File: src/rtl/vga_sync_monitor.sv
// VGA sync timing monitor.
// Measures line length, hsync width and lines per frame on a pixel-rate enable.
// The monitor locks after LOCK_FRAMES consecutive clean frames and drops lock on
// any timing error. Errors are accumulated in sticky flags.
// Optional feature: define VGA_MON_CRC_EN to compute a CRC-16-CCITT over the
// active-window colour bytes of each frame. Without it, frame_crc is tied to 0.
module vga_sync_monitor #(
  parameter int unsigned H_TOTAL     = 800,
  parameter int unsigned H_SYNC_W    = 96,
  parameter int unsigned V_TOTAL     = 525,
  parameter int unsigned LOCK_FRAMES = 2,
  parameter int unsigned H_ACT_START = 144,
  parameter int unsigned H_ACT       = 640,
  parameter int unsigned V_ACT_START = 35,
  parameter int unsigned V_ACT       = 480
) (
  input  logic        board_clk,
  input  logic        Reset,
  input  logic        pix_ce,
  input  logic        vga_h_sync,
  input  logic        vga_v_sync,
  input  logic [2:0]  vga_r,
  input  logic [2:0]  vga_g,
  input  logic [1:0]  vga_b,
  input  logic        err_clr,
  output logic        locked,
  output logic        err_pulse,
  output logic [2:0]  err_flags,
  output logic [10:0] line_len,
  output logic [9:0]  frame_lines,
  output logic [15:0] frame_cnt,
  output logic [1:0]  mon_state,
  output logic [15:0] frame_crc
);

  typedef enum logic [1:0] {
    StSearch  = 2'd0,
    StMeasure = 2'd1,
    StLocked  = 2'd2
  } state_e;

  localparam logic [10:0] HMax        = 11'h7FF;
  localparam logic [9:0]  VMax        = 10'h3FF;
  localparam logic [11:0] HTotal      = 12'(H_TOTAL);
  localparam logic [10:0] HSyncW      = 11'(H_SYNC_W);
  localparam logic [9:0]  VTotal      = 10'(V_TOTAL);
  localparam logic [3:0]  LockFrames  = 4'(LOCK_FRAMES);

  state_e      state_q, state_d;
  logic        hs_q, vs_q;
  logic [10:0] h_cnt_q;
  logic [10:0] hs_w_q;
  logic [9:0]  v_cnt_q;
  logic [10:0] line_len_q;
  logic [9:0]  frame_lines_q;
  logic [15:0] frame_cnt_q;
  logic [2:0]  err_flags_q, err_flags_d;
  logic        err_pulse_q;
  logic        skip_q, skip_d;
  logic [3:0]  good_q, good_d;
  logic        ferr_q, ferr_d;

  logic        hs_fall, hs_rise, vs_fall;
  logic [11:0] h_len;
  logic [9:0]  v_inc;
  logic        line_err, width_err, frame_err;
  logic [2:0]  err_vec;
  logic        err_any, monitoring;

  // Edge detection and per-event error terms.
  always_comb begin
    hs_fall    = pix_ce & hs_q & ~vga_h_sync;
    hs_rise    = pix_ce & ~hs_q & vga_h_sync;
    vs_fall    = pix_ce & vs_q & ~vga_v_sync;
    h_len      = {1'b0, h_cnt_q} + 12'd1;
    // A coincident hs_fall is counted before the frame length is judged.
    v_inc      = (hs_fall && (v_cnt_q != VMax)) ? v_cnt_q + 10'd1 : v_cnt_q;
    // Saturation is flagged only on the step into 2047, so once per run-away.
    line_err   = (hs_fall & ~skip_q & (h_len != HTotal)) |
                 (pix_ce & ~hs_fall & (h_cnt_q == HMax - 11'd1));
    width_err  = hs_rise & (hs_w_q != HSyncW);
    frame_err  = vs_fall & (v_inc != VTotal);
    err_vec    = {frame_err, width_err, line_err};
    err_any    = |err_vec;
    monitoring = (state_q == StMeasure) || (state_q == StLocked);
  end

  // Sticky error flags; a new error beats a simultaneous clear.
  always_comb begin
    err_flags_d = (err_clr ? 3'b000 : err_flags_q) | (monitoring ? err_vec : 3'b000);
  end

  // The first line after leaving SEARCH is partial, so its length is not judged.
  always_comb begin
    skip_d = skip_q;
    if (!monitoring) begin
      skip_d = 1'b1;
    end else if (hs_fall) begin
      skip_d = 1'b0;
    end
  end

  // FSM state register.
  always_ff @(posedge board_clk or posedge Reset) begin
    if (Reset) begin
      state_q <= StSearch;
      good_q  <= 4'd0;
      ferr_q  <= 1'b0;
    end else begin
      state_q <= state_d;
      good_q  <= good_d;
      ferr_q  <= ferr_d;
    end
  end

  // FSM next-state: count clean frames in MEASURE, drop lock on any error.
  always_comb begin
    state_d = state_q;
    good_d  = good_q;
    ferr_d  = ferr_q | (monitoring & err_any);
    case (state_q)
      StMeasure: begin
        if (vs_fall) begin
          ferr_d = 1'b0;
          if (ferr_q || err_any) begin
            good_d = 4'd0;
          end else begin
            good_d = good_q + 4'd1;
            if (good_q + 4'd1 >= LockFrames) begin
              state_d = StLocked;
            end
          end
        end
      end
      StLocked: begin
        if (err_any) begin
          state_d = StSearch;
        end
      end
      default: begin
        if (vs_fall) begin
          state_d = StMeasure;
          good_d  = 4'd0;
          ferr_d  = 1'b0;
        end
      end
    endcase
  end

  // FSM outputs; the unused encoding reads as SEARCH.
  always_comb begin
    locked    = 1'b0;
    mon_state = 2'd0;
    case (state_q)
      StMeasure: mon_state = 2'd1;
      StLocked: begin
        mon_state = 2'd2;
        locked    = 1'b1;
      end
      default: mon_state = 2'd0;
    endcase
  end

  // Sync sampling, counters and measurement registers.
  always_ff @(posedge board_clk or posedge Reset) begin
    if (Reset) begin
      hs_q          <= 1'b1;
      vs_q          <= 1'b1;
      h_cnt_q       <= 11'd0;
      hs_w_q        <= 11'd0;
      v_cnt_q       <= 10'd0;
      line_len_q    <= 11'd0;
      frame_lines_q <= 10'd0;
      frame_cnt_q   <= 16'd0;
      err_flags_q   <= 3'b000;
      err_pulse_q   <= 1'b0;
      skip_q        <= 1'b1;
    end else begin
      if (pix_ce) begin
        hs_q <= vga_h_sync;
        vs_q <= vga_v_sync;
        if (hs_fall) begin
          h_cnt_q    <= 11'd0;
          line_len_q <= h_len[10:0];
        end else if (h_cnt_q != HMax) begin
          h_cnt_q <= h_cnt_q + 11'd1;
        end
        if (!vga_h_sync) begin
          if (hs_fall) begin
            hs_w_q <= 11'd1;
          end else if (hs_w_q != HMax) begin
            hs_w_q <= hs_w_q + 11'd1;
          end
        end
        if (vs_fall) begin
          frame_lines_q <= v_inc;
          v_cnt_q       <= 10'd0;
        end else begin
          v_cnt_q <= v_inc;
        end
      end
      if ((state_q == StLocked) && vs_fall) begin
        frame_cnt_q <= frame_cnt_q + 16'd1;
      end
      err_flags_q <= err_flags_d;
      err_pulse_q <= (state_q == StLocked) & err_any;
      skip_q      <= skip_d;
    end
  end

  assign err_pulse   = err_pulse_q;
  assign err_flags   = err_flags_q;
  assign line_len    = line_len_q;
  assign frame_lines = frame_lines_q;
  assign frame_cnt   = frame_cnt_q;

`ifdef VGA_MON_CRC_EN
  logic [15:0] crc_q, crc_next, frame_crc_q;
  logic [7:0]  pix_byte;
  logic        in_win;

  // CRC-16-CCITT, MSB first, over the colour byte of each active pixel.
  always_comb begin
    pix_byte = {vga_r, vga_g, vga_b};
    in_win   = ({21'd0, h_cnt_q} >= H_ACT_START) &&
               ({21'd0, h_cnt_q} <  H_ACT_START + H_ACT) &&
               ({22'd0, v_cnt_q} >= V_ACT_START) &&
               ({22'd0, v_cnt_q} <  V_ACT_START + V_ACT);
    crc_next = crc_q;
    for (int i = 7; i >= 0; i--) begin
      crc_next = {crc_next[14:0], 1'b0} ^
                 ({16{crc_next[15] ^ pix_byte[i]}} & 16'h1021);
    end
  end

  // Accumulate over the frame, publish and restart on vs_fall.
  always_ff @(posedge board_clk or posedge Reset) begin
    if (Reset) begin
      crc_q       <= 16'hFFFF;
      frame_crc_q <= 16'h0000;
    end else if (vs_fall) begin
      frame_crc_q <= crc_q;
      crc_q       <= 16'hFFFF;
    end else if (pix_ce && in_win) begin
      crc_q <= crc_next;
    end
  end

  assign frame_crc = frame_crc_q;
`else
  logic        unused_colour;
  logic [31:0] unused_win;
  assign unused_colour = ^{vga_r, vga_g, vga_b};
  assign unused_win    = H_ACT_START ^ H_ACT ^ V_ACT_START ^ V_ACT;
  assign frame_crc     = 16'h0000;
`endif

endmodule

File: config.mk
export PLATFORM = sky130hd
export DESIGN_NAME = vga_sync_monitor
export DESIGN_NICKNAME = d
export VERILOG_FILES = /design/src/rtl/vga_sync_monitor.sv
export SDC_FILE = /design/constraint.sdc
export NUM_CORES = 1
export LEC_CHECK = 0
export ABC_AREA = 0
export BUFFER_PORTS_ARGS = -buffer_cell sky130_fd_sc_hd__buf_2
export CORE_ASPECT_RATIO = 1.1
export CORE_MARGIN = 4
export CORE_UTILIZATION = 57
export DETAILED_ROUTE_END_ITERATION = 8
export GPL_TIMING_DRIVEN = 0
export HOLD_SLACK_MARGIN = 0.1
export PLACE_DENSITY = 0.87
export SKIP_CTS_REPAIR_TIMING = 1
export SLEW_MARGIN = 20
export SYNTH_ARGS = -nofsm -noshare
export SYNTH_HDL_FRONTEND = slang
export SYNTH_SLANG_ARGS = --single-unit
File: constraint.sdc
create_clock -name board_clk -period 3.05 [get_ports board_clk]
set_input_delay 0.1525 -clock board_clk [delete_from_list [all_inputs] [get_ports board_clk]]
set_output_delay 0.1525 -clock board_clk [all_outputs]
set_load 0.01 [all_outputs]
Yosys cells after proc, flatten, opt, wreduce, memory -nomap -nowiden
Index checks and enable logic that the tools add are counted.
- word-level logic and storage cells: 96
- register bits: 83
- output and inout bits: 60
- magnitude comparators: 1
- equal/unequal tests: 14
- bitwise gates (word level): 23
- multiplexer cells: 24
- add/subtract/negate cells: 6
- reductions and logical operators: 14
- operators with widths (operator ; number):
    $mux W11 ; 4
    $add A11 B1 Y11 const B ; 2
    $ne A11 B11 Y1 const B ; 2
    $mux W10 ; 2
    $ne A10 B10 Y1 const B ; 2
    $add A16 B1 Y16 const B ; 1
    $and A1 B1 Y1 ; 14
    $add A11 B1 Y12 const B ; 1
    $mux W4 ; 3
    $ne A12 B10 Y1 const B ; 1
    $eq A11 B11 Y1 const B ; 1
    $ne A11 B7 Y1 const B ; 1
    $add A10 B1 Y10 const B ; 1
    $mux W2 ; 5
    $ne A2 B2 Y1 const B ; 4
    $pmux W2 S2 ; 2
    $pmux W4 S2 ; 1
    $reduce_and A2 Y1 ; 4
    $mux W3 ; 2
    $not A1 Y1 ; 6
    $reduce_bool A2 Y1 ; 3
    $mux W1 ; 5
    $reduce_and A5 Y1 ; 1
    $add A4 B1 Y4 const B ; 1
    other kinds (10) ; 13

Longest topological paths before layout
Gate-level depths: netlist (run 1).
- depth after elaboration: 11
- gate-level depth with buffers: 10

Worst setup path after synthesis (run 1)
OpenSTA, ideal clock, no wires.
- path type: flip-flop to flip-flop
- start: register v_cnt_q[1]
- end: register state_q[0]
- cell stages (with the launch flop): 9
- clock period less this slack: 2586 ps
- setup slack: 464 ps
- library setup time: 71 ps
- buffers on the path: 0
- required time: 2979 ps
- arrival time: 2515 ps
- cells stage by stage: dfrtp_1 > ha_1 > nand3_1 > nor4_1 > mux2i_1 > nand3_1 > or4_1 > or4b_1 > nand4_1
- word-level cells in the longest chain between the ends: 9
- ends and longest elaborated chain (item ; line ; text):
    from (decl) ; 53 ; logic [9:0] v_cnt_q;
    from (signal assigned) ; 199 ; v_cnt_q <= v_inc;
    parallel branches: the longest is 2 deep, another holds $add A10 B1 Y10 ; - ;
    $mux W10 * ; 77 ; v_inc = (hs_fall && (v_cnt_q != VMax)) ? v_cnt_q + 10'd1 : v_cnt_q;
    $ne A10 B10 Y1 * ; 82 ; frame_err = vs_fall & (v_inc != VTotal);
    $and A1 B1 Y1 * ; 82 ;
    $reduce_or A3 Y1 * ; 84 ; err_any = |err_vec;
    $logic_or A1 B1 Y1 ; 125 ; if (ferr_q || err_any) begin
    $ne A2 B2 Y1 (no source line) ; - ;
    $reduce_and A5 Y1 (no source line) * ; - ;
    to (signal assigned) ; 106 ; state_q <= StSearch;
    to (signal assigned) ; 110 ; state_q <= state_d;
    to (decl) ; 49 ; state_e state_q, state_d;
Mark *: on every way between the ends.
A chain may end at the register's enable or synchronous reset.

Final worst setup path (run 1)
- start: register hs_q
- end: register state_q[0]
- word-level cells in the longest chain between the ends: 10
- ends and longest elaborated chain (item ; line ; text):
    from (decl) ; 50 ; logic hs_q, vs_q;
    from (signal assigned) ; 180 ; hs_q <= vga_h_sync;
    $and A1 B1 Y1 (2 in series) ; 72 ; hs_fall = pix_ce & hs_q & ~vga_h_sync;
    $logic_and A1 B1 Y1 / $not A1 Y1 (equally long branches) ; 77, 80 ;
    $mux W10 / $and A1 B1 Y1 (equally long branches) ; 77, 80 ;
    $ne A10 B10 Y1 / $and A1 B1 Y1 (equally long branches) ; 82, 80 ;
    $and A1 B1 Y1 / $or A1 B1 Y1 (equally long branches) ; 82, 79 ;
    $reduce_or A3 Y1 * ; 84 ;
    $logic_or A1 B1 Y1 ; 125 ;
    $ne A2 B2 Y1 (no source line) ; - ;
    $reduce_and A5 Y1 (no source line) * ; - ;
Every way passes the cells marked *; elsewhere a longest branch is shown, timed or not.

==> reports/metrics.cfg, run 1 <==
[drt]
drt-met1-wl_um = 4230
top_layer = met4
drtIter0Drc = 322
routedWlPerCell_um = 14.9
wl_met2_um = 4920
wirelength_um = 9910
vias = 3789
firstDrtPassIters = 4
ant_nets = 0
vias_per_cell = 5.68
post-route-drc-count = 0
wl_met3_um = 572

[critical_path]
required_ns = 3.34
slowest_delay_ns = 0.53
crit_arrival_ns = 3.11
slowest_stage = dfstp_2
crit_path_max_fanout = 9
crit_chain = buf_6, nand3b_4, nor4_1, mux2i_1, nand3_1, or4_1, or4b_1, nand4_1
r2r_slack_ns = 0.23
criticalPathCategory = flop to flop
start_kind = flop
setup.worst_path.end_class = flop

[die]
start_util_pct = 59.8
row_count = 33
die_x_um = 93.3
dieArea_um2 = 9510
core-area_um2 = 7640
die_h_um = 102
num_io_pins = 74

[global_route]
first_global_vias = 3670
antenna_found_initial = 0
grt_max_degree = 51
grt_pass1_wl_um = 16600
overflow = 0
grt_usage_pct = 21.6

[sta]
fin_setup_tns_ns = 0
clock.fmax_mhz = 355
tightest_slew_ns = 0.716
whs_ns = 0.0923
finalCritPeriodShare_pct = 92.5
fin_crit_ns = 2.82
finalMaxSlewViolations = 0
hold_viol = 0
rsz0062_at_grt = no
relSlewSlack_pct = 51.6
finClkSkew_ns = 0.0113
setup_violations = 0

[logic_synthesis]
yosysUniqueCellTypes = 64
syn_area_per_cell_um2 = 9.59
syn_inst = 476
synth-seq-cells = 83
async_flop_share_pct = 100
ys.flop_type = dfrtp_1
synthesis.area_um2 = 4560
synth_edf_count = 0
ys_warn_count = 0
yosysSeqAreaShare_pct = 45.6

[final_layout]
drive_gt1_share_pct = 21.0
fin_cells = 667
num_antenna_cells = 0
area_growth_pct = 15.6
n_fill_cell = 607
postLayoutCoreUtil_pct = 69.1
num-nets-final = 582

[power]
p_leak_nw = 2.46
vdd_ir_drop_max_v = 0.000406
p_per_area_nw_per_um2 = 591

[place]
dp_hpwl_um = 7110
place_inst = 646
gp_congestion = 0.875
portBuffers = 49

[clock_network]
htreeDepth = 3
cts-root-buf = clkbuf_8
path_clk_slew_ns = 0.08
cts.sinks = 83
cts_tree = yes
cts_buffers = 9
insertion_delay_ns = 0.36
clk_path_buf_depth = 2

[run_status]
status = completed

[worst_hold_path]
hold_path.class = input pin to flop

[run]
maxCapViolCount = 0

## power breakdown
group	leakage [nW]	internal (mW)	total (mW)	switching [mW]
clock	0.104	0.384	0.801	0.417
combinational	1.26	0.365	0.892	0.527
sequential	1.10	1.28	1.43	0.145
total	2.46	2.03	3.12	1.09
## kinds of logic after synthesis
group,synth area share (%)
and+or+nand+nor,22.3
AOI/OAI and AO/OA,14.1
DFF,45.6
buffers and inverters,6.91
xor gates and xnor gates,6.14
adders and majority gates,3.02
muxes,1.92
other,0.0822
## path summary, 6_finish.rpt
path / start / to / cells after the start
worst max-delay path: hs_q$_DFFE_PP1P_ / state_q[0]$_DFFE_PP0P_ / 8
worst min-delay path: err_clr / err_flags[0]$_DFF_PP0_ / 3
worst max register to register: hs_q$_DFFE_PP1P_ / state_q[0]$_DFFE_PP0P_ / 8
worst min register to register: skip_q$_DFFE_PP1P_ / skip_q$_DFFE_PP1P_ / 2
max in group asynchronous: Reset / skip_q$_DFFE_PP1P_ / 4
min in group asynchronous: Reset / frame_cnt[14]$_DFFE_PP0P_ / 3
## placed cells by master (no fill, tap or decap), drive strengths merged, types with 5 or more instances in the layout
cell	n
o31ai	5
and3	11
inv	21
o21ai	41
mux2i	5
nor2	38
buf	79
nand2b	12
nor4	6
xor2	12
or3	6
clkbuf	23
nand3	19
nand2	49
dfrtp	80
a41oi	5
a21oi	11
conb	16
nand4	18
ha	11
xnor2	20
## flip-flops by register name, summed over array words and instances (netlist names)
| name | cells |
|---|---|
| state_q | 2 |
| err_flags | 3 |
| line_len | 11 |
| skip_q | 1 |
| frame_lines | 10 |
| frame_cnt | 16 |
| hs_w_q | 11 |
| vs_q | 1 |
| err_pulse | 1 |
| good_q | 4 |
| h_cnt_q | 11 |
| hs_q | 1 |
| v_cnt_q | 10 |
| ferr_q | 1 |
## synthesized netlist by cell type (all sizes together) (4+ instances only)
cell type,number,area share (%)
inv,19,1.6
nand3,19,2.3
and2,4,0.55
clkbuf,14,1.2
nor4,6,1.2
a41oi,5,0.96
or3,6,0.82
dfrtp,80,44
nand4,18,3.1
and3,11,1.5
xor2,12,2.3
nor2,38,3.1
ha,11,3.0
o21ai,41,4.5
xnor2,20,3.8
nand2,49,4.0
buf,26,4.2
nand2b,12,1.6
a21oi,11,1.2
o31ai,5,0.82
o211ai,4,0.66
mux2i,5,1.2
nor3,4,0.44
## metrics by stage
step	total power, mW	setup slack (ns)	area, um2
after floorplan	2.04	0.464	4620
after global placement	2.26	-0.102	5000
after detailed placement	2.32	0.103	5030
after CTS	3.11	0.0318	5230
after global routing	3.31	0.0150	5280
final	3.12	0.229	5280
## area by class of cell
cell class                 instances  area, um2  share of cell area [%]
timing repair buffer              55        315                    5.98
clock buffer                       9        124                    2.35
clock inverter                     7       75.1                    1.42
tap                              105        131                    2.49
sequential                        83       2080                    39.5
multi-input combinational        349       2230                    42.3
inverter                          19       73.8                    1.40
buffer                            40        244                    4.62
## worst max-delay path: cells and delay by family, from the launching register on
family	cells	cell delay (ns)
buffers and inverters	1	0.13
DFF	1	0.53
muxes	1	0.36
and+or+nand+nor	6	1.74
## routing by layer
metal | track usage, % | vias up
met5 | 0 | -
met4 | 8.91 | 0
met3 | 3.24 | 22
met2 | 37.1 | 144
met1 | 27.6 | 1799
li1 | - | 1824
(Power assumes the default switching activity.)
==> run 2, diff against run 1 <==
- BUFFER_PORTS_ARGS: -buffer_cell sky130_fd_sc_hd__buf_2 -> not set
- CORE_UTILIZATION: 57 -> 60
- CTS_BUF_LIST: not set -> sky130_fd_sc_hd__clkbuf_2 sky130_fd_sc_hd__clkbuf_4 sky130_fd_sc_hd__clkbuf_8
- DONT_BUFFER_PORTS: not set -> 1
- PLACE_DENSITY: 0.87 -> 0.83
==> reports/metrics.cfg, run 2 (synthesis gave the netlist of run 1 again) <==
[sta]
whs_ns = 0.111
finalMaxSlewViolations = 0
fin_crit_ns = 2.90
finClkSkew_ns = 0.00863
relSlewSlack_pct = 49.4
fin_setup_tns_ns = 0
hold_viol = 0
finalCritPeriodShare_pct = 95.0
rsz0062_at_grt = no
setup_ws_ns = 0.151
clock.fmax_mhz = 345
tightest_slew_ns = 0.749
setup_violations = 0

[global_route]
grt_pass1_wl_um = 15500
antenna_found_initial = 0
grt_max_degree = 49
grt_usage_pct = 20.8
first_global_vias = 3345
overflow = 0

[power]
p_per_area_nw_per_um2 = 626
p_int_mw = 2.15
clockPowerShare_pct = 30.0
finalPower_mw = 3.17
p_sw_share_pct = 32.1
p_leak_nw = 2.24
vdd_ir_drop_max_v = 0.000551
seqPwrFrac_pct = 46.9
p_switching_mw = 1.02
combPwrFrac_pct = 23.1

[worst_hold_path]
hold_path.class = input pin to flop
min_path_cells = 3

[drt]
post-route-drc-count = 0
firstDrtPassIters = 4
drtIter0Drc = 261
routedWlPerCell_um = 15.4
vias = 3564
wirelength_um = 9260
vias_per_cell = 5.93
ant_nets = 0

[die]
core-area_um2 = 7430
die_x_um = 91.2
row_count = 33
dieArea_um2 = 9070
die_h_um = 99.5
start_util_pct = 61.4
num_io_pins = 74

[critical_path]
endpoint = state_q[0]$_DFFE_PP0P_
crit_path_max_fanout = 8
crit_arrival_ns = 3.18
timing.reg2reg.worst_path_depth = 9
r2r_end = state_q[0]$_DFFE_PP0P_
reg2reg_from = v_cnt_q[1]$_DFFE_PP0P_
required_ns = 3.33
criticalPathCategory = flop to flop
start_kind = flop
critPathLaunch = v_cnt_q[1]$_DFFE_PP0P_
setup.worst_path.end_class = flop
r2r_slack_ns = 0.15

[clock_network]
cts_tree = yes
cts.sinks = 83
path_clk_slew_ns = 0.08
insertion_delay_ns = 0.34
clk_path_buf_depth = 2
htreeDepth = 3
cts-root-buf = clkbuf_8
cts_buffers = 9

[place]
placed_area_um2 = 4750
gp_congestion = 0.897
dp_hpwl_um = 6610
place_inst = 579
portBuffers = 0
dp_slack_ns = 0.0613

[final_layout]
num_antenna_cells = 0
fin_cells = 601
largest_reg_flops = 16
layout_commonest_cell = dfrtp_1
drive_gt1_share_pct = 12.8
area_growth_pct = 10.9
postLayoutCoreUtil_pct = 68.1
num-nets-final = 534
final_cell_mix = 79 x dfrtp_1, 49 x nand2_1, 41 x o21ai_0
stdcell_area_um2 = 5060

[run]
maxCapViolCount = 0

[run_status]
status = completed

==> run 2: changes by cell type in the layout (fill, tap and decap cells not counted), sizes merged <==
cell	previous run	this run
bufinv	1	3
inv	21	19
clkbuf	23	25
dlygate4sd3	2	5
clkinv	4	2
buf	79	28
==> run 2: power by group through the flow <==
stage / Sequential [mW] / Clock (mW) / Combinational (mW)
after floorplan: 1.46 / 0 / 0.585
after global placement: 1.49 / 0 / 0.686
after detailed placement: 1.50 / 0 / 0.718
after CTS: 1.48 / 0.971 / 0.724
after global routing: 1.51 / 1.03 / 0.833
final: 1.49 / 0.949 / 0.733
==> run 2: per-layer routing <==
layer	global-route usage, %	wire (um)	share of wire (%)	up-vias
met2	32.8	4510	49	100
met1	28.1	4050	44	1730
met4	7.08	147	1.6	0
met5	0	0	0	-
li1	-	-	-	1720
met3	5.30	555	6.0	14
==> run 2: worst min path at each step <==
| stage | from | to | slack (ns) |
|---|---|---|---|
| 6_report | pix_ce | h_cnt_q[10]$_DFFE_PP0P_ | 0.11 |
| 5_1_grt | pix_ce | h_cnt_q[10]$_DFFE_PP0P_ | 0.11 |
| 3_3_place_gp | vga_h_sync | hs_q$_DFFE_PP1P_ | 0.31 |
| 4_1_cts | Reset | line_len[6]$_DFFE_PP0P_ | -0.23 |
| 2_1_floorplan | vga_h_sync | hs_q$_DFFE_PP1P_ | 0.29 |
| 3_5_place_dp | Reset | line_len[3]$_DFFE_PP0P_ | 0.15 |
==> run 2: area by class of cell <==
cell class / instances / area [um2]
clock buffer: 11 / 145
timing repair buffer: 7 / 77.6
fill: 611 / 2370
tap: 87 / 109
inverter: 19 / 73.8
clock inverter: 5 / 100
multi-input combinational: 349 / 2230
sequential: 83 / 2080
buffer: 40 / 244
==> run 2: worst max-delay path: stages, from the launching register on <==
cell and delay [ns]:
dfrtp_1 0.51, ha_2 0.33, nand3_1 0.14, nor4_1 0.28
mux2i_1 0.24, buf_4 0.15, nand3_1 0.07, or4_1 0.49
or4b_1 0.52, nand4_1 0.10
==> run 3, diff against run 2 <==
--- a/config.mk
+++ b/config.mk
@@ -10,3 +10,3 @@
 export CORE_MARGIN = 4
-export CORE_UTILIZATION = 60
+export CORE_UTILIZATION = 27
 export CTS_BUF_LIST = sky130_fd_sc_hd__clkbuf_2 sky130_fd_sc_hd__clkbuf_4 sky130_fd_sc_hd__clkbuf_8
@@ -16,3 +16,3 @@
 export HOLD_SLACK_MARGIN = 0.1
-export PLACE_DENSITY = 0.83
+export PLACE_DENSITY = 0.47
 export SKIP_CTS_REPAIR_TIMING = 1
==> constraint.sdc (replaced) <==
create_clock -name board_clk -period 3.05 [get_ports board_clk]
set_input_delay 0.7625 -clock board_clk [delete_from_list [all_inputs] [get_ports board_clk]]
set_output_delay 0.7625 -clock board_clk [all_outputs]
set_load 0.01 [all_outputs]
==> reports/metrics.cfg, run 3 (synthesis gave the netlist of run 1 again) <==
[power]
p_per_area_nw_per_um2 = 613
clockPowerShare_pct = 29.2
p_int_mw = 2.06
seqPwrFrac_pct = 47.2
p_switching_mw = 1.09
p_leak_nw = 2.21
p_sw_share_pct = 34.6
vdd_ir_drop_max_v = 0.000264
combPwrFrac_pct = 23.5

[sta]
finClkSkew_ns = 0.0188
tightest_slew_ns = 0.782
relSlewSlack_pct = 47.2
finalCritPeriodShare_pct = 94.1
finalMaxSlewViolations = 0
rsz0062_at_grt = no
clock.fmax_mhz = 349
fin_crit_ns = 2.87
fin_setup_tns_ns = 0
setup_ws_ns = 0.181
setup_violations = 0
hold_viol = 0

[clock_network]
path_clk_slew_ns = 0.10
insertion_delay_ns = 0.38
cts_tree = yes
htreeDepth = 3
cts-root-buf = clkbuf_8
cts_buffers = 9
cts.sinks = 83
clk_path_buf_depth = 2

[drt]
post-route-drc-count = 0
ant_nets = 0
drtIter0Drc = 174
wirelength_um = 10900
routedWlPerCell_um = 15.3
firstDrtPassIters = 4
vias_per_cell = 4.90
vias = 3502

[global_route]
first_global_vias = 3500
grt_usage_pct = 11.8
overflow = 0
grt_pass1_wl_um = 18000
grt_max_degree = 45
antenna_found_initial = 0

[die]
die_h_um = 144
num_io_pins = 74
start_util_pct = 27.7
row_count = 49
die_x_um = 132
dieArea_um2 = 19100
core-area_um2 = 16500

[final_layout]
drive_gt1_share_pct = 13.3
final_cell_mix = 78 x dfrtp_1, 49 x nand2_1, 41 x o21ai_0
area_growth_pct = 12.7
layout_commonest_cell = dfrtp_1
num_antenna_cells = 0
largest_reg_flops = 16
num-nets-final = 530

[critical_path]
crit_path_max_fanout = 10
endpoint = state_q[0]$_DFFE_PP0P_
start_kind = flop
criticalPathCategory = flop to flop
r2r_end = state_q[0]$_DFFE_PP0P_
timing.reg2reg.worst_path_depth = 11
crit_arrival_ns = 3.17
critPathLaunch = h_cnt_q[0]$_DFFE_PP0P_
required_ns = 3.35
reg2reg_from = h_cnt_q[0]$_DFFE_PP0P_
setup.worst_path.end_class = flop
r2r_slack_ns = 0.18

[worst_hold_path]
hold_path.class = input pin to asynchronous set/reset pin

[run_status]
status = completed

[place]
dp_hpwl_um = 7870
dp_slack_ns = -0.0999
gp_congestion = 0.834
portBuffers = 0

[run]
maxCapViolCount = 0

run 3: how the worst min path moves through the flow:
stage	from	endpoint	slack, ns	cells after the start
floorplan	skip_q$_DFFE_PP1P_	skip_q$_DFFE_PP1P_	0.44	2
global placement	skip_q$_DFFE_PP1P_	skip_q$_DFFE_PP1P_	0.45	2
detailed placement	skip_q$_DFFE_PP1P_	skip_q$_DFFE_PP1P_	0.45	2
CTS	Reset	h_cnt_q[3]$_DFFE_PP0P_	0.31	1
global route	Reset	h_cnt_q[2]$_DFFE_PP0P_	0.34	1
finish	Reset	h_cnt_q[3]$_DFFE_PP0P_	0.31	1
run 3: critical path, stage by stage (launching register included):
cell       delay, ns
dfrtp_1         0.42
clkbuf_1        0.21
inv_1           0.10
ha_1            0.14
nand4_1         0.10
or4_1           0.49
o211ai_1        0.21
a2111oi_4       0.09
buf_4           0.19
a21oi_1         0.25
or4b_1          0.47
nand4_1         0.11
run 3: cell type report:
class / count / area [um2]
fill: 1744 / 11300
sequential: 83 / 2080
inverter: 19 / 73.8
tap: 204 / 255
timing repair buffer: 3 / 35.0
clock inverter: 6 / 87.6
buffer: 40 / 244
clock buffer: 10 / 138
multi-input combinational: 349 / 2230
run 3: per-stage QoR:
stage,hold WS [ns],total power [mW],cells,cell area (um2),util (%)
2_1_floorplan,0.436,2.04,491,4620,-
3_3_place_gp,0.448,2.22,695,4880,29.6
3_5_place_dp,0.454,2.25,696,4900,29.7
4_1_cts,0.307,3.20,712,5120,31.1
5_1_grt,0.338,3.40,714,5150,31.2
6_report,0.313,3.16,714,5150,31.2
run 3: power groups by stage:
stage	sequential (mW)	clock [mW]	combinational [mW]
2_1_floorplan	1.46	0	0.585
3_3_place_gp	1.51	0	0.712
3_5_place_dp	1.51	0	0.739
4_1_cts	1.49	0.968	0.743
5_1_grt	1.52	1.02	0.852
6_report	1.49	0.923	0.743
run 3: layer usage:
layer | up-vias | part of all wire [%] | global-route usage, %
li1 | 1710 | - | -
met1 | 1709 | 46 | 14.6
met2 | 77 | 47 | 19.5
met3 | 6 | 6.4 | 4.45
met4 | 0 | 0.85 | 2.99
met5 | - | 0 | 0
